## src/rtl/upsample_replicate.sv

```systemverilog
// Nearest-neighbour upscaler: each pixel repeats Factor times per line, and each line
// is replayed Factor times from an internal line buffer.
module upsample_replicate #(
  parameter int WidthIn   = 1,
  parameter int Factor    = 2,
  parameter int LineWidth = 16
) (
  input  logic               clk_i,
  input  logic               rst_i,
  input  logic               valid_i,
  output logic               ready_o,
  input  logic [WidthIn-1:0] data_i,
  output logic               valid_o,
  input  logic               ready_i,
  output logic [WidthIn-1:0] data_o,
  output logic               last_o
);

  localparam int RepW = (Factor > 1) ? $clog2(Factor) : 1;
  localparam int ColW = $clog2(LineWidth);
  localparam logic [RepW-1:0] RepMax = RepW'(Factor - 1);
  localparam logic [ColW-1:0] ColMax = ColW'(LineWidth - 1);
  localparam bit SingleRep = (Factor == 1);

  typedef enum logic {FILL, REPLAY} state_t;

  state_t            state, state_nx;
  logic [RepW-1:0]   rep_h, rep_h_nx;
  logic [RepW-1:0]   rep_v, rep_v_nx;
  logic [ColW-1:0]   col, col_nx, col_inc, wr_col;
  logic [WidthIn-1:0] data_nx;
  logic              valid_nx, last_nx;
  logic              rep_last, col_last, accept, beat;

  logic [WidthIn-1:0] mem [LineWidth];

  assign rep_last = (rep_h == RepMax);
  assign col_last = (col == ColMax);
  assign col_inc  = col_last ? '0 : col + 1'b1;
  assign ready_o  = (state == FILL) &
                    (!valid_o | (ready_i & rep_last & (!col_last | SingleRep)));
  assign accept   = valid_i & ready_o;
  assign beat     = valid_o & ready_i;

  // A pixel accepted while the previous one drains belongs to the next column.
  assign wr_col = valid_o ? col_inc : col;

  always_ff @(posedge clk_i) begin
    if (!rst_i && accept) begin
      mem[wr_col] <= data_i;
    end
  end

  always_comb begin
    state_nx = state;
    rep_h_nx = rep_h;
    rep_v_nx = rep_v;
    col_nx   = col;
    data_nx  = data_o;
    valid_nx = valid_o;
    if (state == FILL) begin
      if (beat) begin
        if (!rep_last) begin
          rep_h_nx = rep_h + 1'b1;
        end else if (!col_last || SingleRep) begin
          rep_h_nx = '0;
          col_nx   = col_inc;
          valid_nx = accept;
          if (accept) begin
            data_nx = data_i;
          end
        end else begin
          rep_h_nx = '0;
          col_nx   = '0;
          rep_v_nx = RepW'(1);
          state_nx = REPLAY;
          data_nx  = mem[0];
        end
      end else if (accept) begin
        valid_nx = 1'b1;
        data_nx  = data_i;
      end
    end else begin
      if (beat) begin
        if (!rep_last) begin
          rep_h_nx = rep_h + 1'b1;
        end else if (!col_last) begin
          rep_h_nx = '0;
          col_nx   = col_inc;
          data_nx  = mem[col_inc];
        end else if (rep_v != RepMax) begin
          rep_h_nx = '0;
          rep_v_nx = rep_v + 1'b1;
          col_nx   = '0;
          data_nx  = mem[0];
        end else begin
          rep_h_nx = '0;
          rep_v_nx = '0;
          col_nx   = '0;
          valid_nx = 1'b0;
          state_nx = FILL;
        end
      end
    end
    last_nx = valid_nx & (col_nx == ColMax) & (rep_h_nx == RepMax);
  end

  always_ff @(posedge clk_i) begin
    if (rst_i) begin
      state   <= FILL;
      rep_h   <= '0;
      rep_v   <= '0;
      col     <= '0;
      data_o  <= '0;
      valid_o <= 1'b0;
      last_o  <= 1'b0;
    end else begin
      state   <= state_nx;
      rep_h   <= rep_h_nx;
      rep_v   <= rep_v_nx;
      col     <= col_nx;
      data_o  <= data_nx;
      valid_o <= valid_nx;
      last_o  <= last_nx;
    end
  end

endmodule
```

## config.mk

```make
export PLATFORM = sky130hd
export DESIGN_NAME = upsample_replicate
export DESIGN_NICKNAME = d
export VERILOG_FILES = /design/src/rtl/upsample_replicate.sv
export SDC_FILE = /design/constraint.sdc
export NUM_CORES = 1
export LEC_CHECK = 0
export ABC_AREA = 1
export BUFFER_PORTS_ARGS = -buffer_cell sky130_fd_sc_hd__buf_2
export CORE_ASPECT_RATIO = 1.25
export CORE_MARGIN = 3
export CORE_UTILIZATION = 45
export CTS_BUF_LIST = sky130_fd_sc_hd__clkbuf_4 sky130_fd_sc_hd__clkbuf_8 sky130_fd_sc_hd__clkbuf_16
export CTS_CLUSTER_SIZE = 12
export DETAILED_ROUTE_END_ITERATION = 6
export GPL_TIMING_DRIVEN = 0
export SYNTH_ARGS = -nofsm -noshare
export SYNTH_HDL_FRONTEND = slang
export SYNTH_SLANG_ARGS = --single-unit
export TNS_END_PERCENT = 30
```

## constraint.sdc

```tcl
create_clock -name clk_i -period 3.81 [get_ports clk_i]
set_input_delay 0.5715 -clock clk_i [delete_from_list [all_inputs] [get_ports clk_i]]
set_output_delay 0.5715 -clock clk_i [all_outputs]
set_load 0.03 [all_outputs]
```

# Word-level counts from Yosys, hierarchy flattened
# Memory sizes are Yosys's and may differ from the RTL's.
# Cells that the tools add are included.
# classes
n_addsub	3
eq_ne	6
n_mux	43
bitwise	9
reduce_logical	6
# ops
op	count
$mux 1	38
$mux 4	5
$eq 4x4->1 const B	2
$and 1x1->1	7
$add 4x1->4 const B	1
$ne 2x1->1 const B	2
$reduce_and 4->1	1
$logic_not 1->1	3
$ne 3x3->1 const B	1
$reduce_and 3->1	1
$add 1x1->1 const B	2
$ne 2x2->1 const B	1
$logic_and 1x1->1	1
$not 1->1	1
$or 1x1->1	1
# totals
regBits	10
ram_bits	16
inputBits	5
elab_cells	75
n_memories	1
# memory_table
name	depth	width	rd	rd_clocked_by_memory_dff	wr	line_no	rtl
mem	16	1	2	0	1	35	logic [WidthIn-1:0] mem [LineWidth];

# Longest topological paths before layout
# logic_depth
depth_word	12
ltp_mapped	13

# Worst setup path after synthesis
# OpenSTA, ideal clock, no wires.
# synth_path
path_type	in2reg
from	in ready_i
to	mem mem[2], enable pin
t_arrival_ns	1.416
required_ns	3.511
path_slack_ns	2.096
path_stages	10
path_buffers	0
path_cell_list	nand2_1 -> inv_1 -> nand2_1 -> nand2_1 -> nand2_2 -> inv_2 -> nand2_4 -> nor2_4 -> nand3_1 -> nor2_1
# synth_between
elab_chain_len	8
# synth_rtl
item	line_no	rtl
start: declaration	14	input logic ready_i,
$and 1x1->1 (2 in a row)	41	(!valid_o | (ready_i & rep_last & (!col_last | SingleRep)));
$or 1x1->1	41	
$and 1x1->1	40	assign ready_o = (state == FILL) &
net ready_o	11	output logic ready_o,
$and 1x1->1	42	assign accept = valid_i & ready_o;
$logic_and 1x1->1	49	if (!rst_i && accept) begin
$mux 1	49	
$mux 1 (implied by the code)	50	mem[wr_col] <= data_i;
end: declaration	35	
# The timed path passes the listed nets, and every way through them passes these cells.

# Worst setup path in the final report
# layout_path
from	reg col[1]
to	out ready_o
# layout_between
elab_chain_len	5
# layout_rtl
item	line_no	rtl
start: declaration	30	logic [ColW-1:0] col, col_nx, col_inc, wr_col;
start signal: assignment	121	col <= col_nx;
$eq 4x4->1	38	assign col_last = (col == ColMax);
$logic_not 1->1	n/a	
$and 1x1->1	41	
$or 1x1->1	41	
$and 1x1->1	40	
end: declaration	11	
# Every way passes these cells.

==> run_results.csv <==
group,metric,value,unit
layout,fillCellCount,308,
grt,top_usage_layer,"met2",
layout,fin_nets,198,
synth,yosys_warnings,0,
floorplanning,rows,22,
floorplanning,die_y,69.4,microns
detailed_routing,postRouteAntennaNets,0,
synth,synth_top_cells_by_area,"edfxtp_1, dfxtp_1, nand3_1",
floorplanning,die_w,56.7,microns
clock_tree,clk-insertion-delay-late,0.32,ns
grt,gr-usage-met3,0.0186,
clock_tree,clk_path_buf_depth,2,
sta,period_share,0.556,
clock_tree,clkSlewWorstSetupHoldPaths,0.13,ns
worst_setup_path,arrival,1.55,ns
detailed_routing,drt_pass1_iterations,4,
placement,placed_area,1530,sq um
synth,synth_top_area_cell,"edfxtp_1",
layout,post-route-util,0.519,
grt,grt_pass1_wl,4910,microns
sta,setup_tns,0,ns
clock_tree,cts_tree,"done",
floorplanning,start_util,0.482,
sta,maxSlewHeadroom,0.777,
synth,syn_area,1450,sq um
sta,setup_viol,0,
power,power,480,uW
clock_tree,h-tree-depth,1,
sta,slew_viol_final,0,
floorplanning,coreArea,3000,sq um
layout,drive_gt1_frac,0.157,
placement,dp_hpwl,2200,microns
power,ir_drop,0.245,mV
synth,avgSynthCellArea,8.04,sq um
worst_setup_path,cp_data_required_time,3.24,ns
synth,postSynthCellCount,180,
detailed_routing,route.detailed.drc,0,
clock_tree,cts_buffers,3,
worst_setup_path,cp_common_cell,"nand2_1",
grt,grt_antenna_before_repair,0,
worst_setup_path,crit_slowest_cell,"dfxtp_1",
worst_setup_path,reg2reg_depth,8,
power,power.density,308,nW/um^2
clock_tree,cts-root-buf,"clkbuf_4",
sta,tightest_slew,0.332,ns
hold_path,min_path_type,"primary input to register",
clock_tree,cts_setup_buffers,0,
grt,gr-usage-met2,0.270,
status,status,"completed",
grt,track_usage,0.156,
grt,grt_pass1_vias,1140,
worst_setup_path,crit_chain,"ha_1, nand3_4, nand2_1, nand2_1, nand2_2, inv_2, buf_2",
detailed_routing,drt_iter0_markers,57,
worst_setup_path,cpPeakStageDelay,0.39,ns
layout,design_area,1560,sq um
synth,synth_cell_types,30,
clock_tree,hold_buffers,0,
job,drv_cap,0,
placement,place_congestion,0.901,
layout,n_antenna_cell,0,
worst_setup_path,r2r_slack,1.99,ns
detailed_routing,post_drt_wl_per_cell,12.4,microns
worst_setup_path,rr_startpoint,"col[1]",
worst_setup_path,cp-end-kind,"output port",
grt,grt_overflow,0,
layout,syn_to_final_growth,7.61,%
placement,io_buffers,7,
synth,synth-seq-area-share,0.471,
sta,fmax,472,MHz
synth,synth-seq-cells,26,
worst_setup_path,critPathMaxFanout,8,
layout,multi_input_area,609,sq um
hold_path,holdPathStages,2,
clock_tree,cts_resized,0,
floorplanning,die_area,3930,sq um
sta,clock_skew,0.00268,ns
detailed_routing,post_drt_via_cell_ratio,5.11,
detailed_routing,dr_total_vias,1160,
worst_setup_path,crit_path_start_kind,"register",
detailed_routing,wl,2810,microns
worst_setup_path,reg2reg_to,"mem[6]",
worst_setup_path,critPathKind,"register to output port",
grt,grt_max_degree,18,
sta,min_period,2.12,ns
synth,synth_fp_nets,186,
floorplanning,io_pins,9,
hold_path,holdPathEnd,"data_o",
hold_path,hp-start,"rst_i",
sta,hold_violations,0,
clock_tree,cts_sinks,26,
synth,synth.top_cell.area_share,0.332,
sta,rsz0062_at_grt,"false",
layout,regArea,681,sq um
grt,use_met1,0.187,
power,p_leak,0.642,nW
metal layers:
metal	wire, microns	share of wire
met1	1250	0.44
met2	1420	0.50
met3	74	0.026
met4	68	0.024
met5	0	0
state kept, by name (all words and copies together) (netlist names):
| register | cells |
|---|---|
| rep_v | 1 |
| rep_h | 1 |
| mem | 16 |
| state | 1 |
| valid_o | 1 |
| col | 4 |
| data_o | 1 |
| last_o | 1 |
cells in the final DEF (no fill, tap or decap), drive strengths merged:
cell type | synthesis | layout
dfxtp | 10 | 10
nor4 | 1 | 1
a31oi | 1 | 1
nor3 | 1 | 1
xor2 | 2 | 2
o22ai | 2 | 2
inv | 31 | 31
ha | 1 | 1
clkbuf | 0 | 4
o221ai | 1 | 1
nand3 | 31 | 31
nor2 | 28 | 28
a21oi | 4 | 4
edfxtp | 16 | 16
buf | 5 | 12
o21ai | 6 | 6
nand3b | 1 | 1
nand2 | 38 | 38
o21a | 1 | 1
through the flow:
stage                     cells  hold slack [ns]  setup slack (ns)
final                       227            0.468              1.69
after detailed placement    223            0.486              1.93
after CTS                   227            0.465              1.66
after floorplan             180            0.479              2.10
after global routing        227            0.469              1.56
after global placement      223            0.480              1.93
report_power, final:
part / internal (mW) / switching [mW] / total (mW)
combinational: 0.0148 / 0.0336 / 0.0484
sequential: 0.301 / 0.00196 / 0.303
clock: 0.0481 / 0.0797 / 0.128
layout make-up:
class                   count  area share
multi-input cells         118       0.391
flip-flops and latches     26       0.437
repair buffers              7      0.0225
well taps                  36      0.0289
plain buffers               5      0.0257
clock buffers               4      0.0193
inverters                  31      0.0748
cells by family after synthesis:
logic type | share of synthesized area
simple gates | 0.332
xor+xnor | 0.0121
fa+ha+maj | 0.00865
flops | 0.471
buf+inv | 0.108
compound gates | 0.0683
worst max-delay path by stage:
stage / endpoint / depth (start not counted) / slack [ns] / start
global placement: mem[2] / 11 / 1.93 / ready_i
floorplan: mem[2] / 10 / 2.10 / ready_i
global route: ready_o / 7 / 1.56 / col[1]
CTS: ready_o / 7 / 1.66 / col[1]
detailed placement: mem[3] / 11 / 1.93 / ready_i
finish: ready_o / 7 / 1.69 / col[1]
worst max-delay path, delay by kind of cell, from the launching register on:
kind                     cells  cell delay [ns]
AND/OR/NAND/NOR              4             0.38
flip-flops                   1             0.39
adder cells (fa/ha/maj)      1             0.24
buffers and inverters        2             0.22
synthesized netlist by cell type:
cell,number
nand2_1,34
inv_1,30
nand3_1,29
nor2_1,26
edfxtp_1,16
dfxtp_1,10
o21ai_0,4
a21oi_1,3
nand2_2,3
buf_2,2
buf_6,2
nor2_4,2
xor2_1,2
a21oi_2,1
a31oi_1,1
buf_4,1
ha_1,1
inv_2,1
nand2_4,1
nand3_2,1
nand3_4,1
nand3b_1,1
nor3_2,1
nor4_2,1
o21a_1,1
o21ai_1,1
o21ai_2,1
o221ai_1,1
o22ai_1,1
o22ai_2,1
Power figures use the tool's default switching activity.
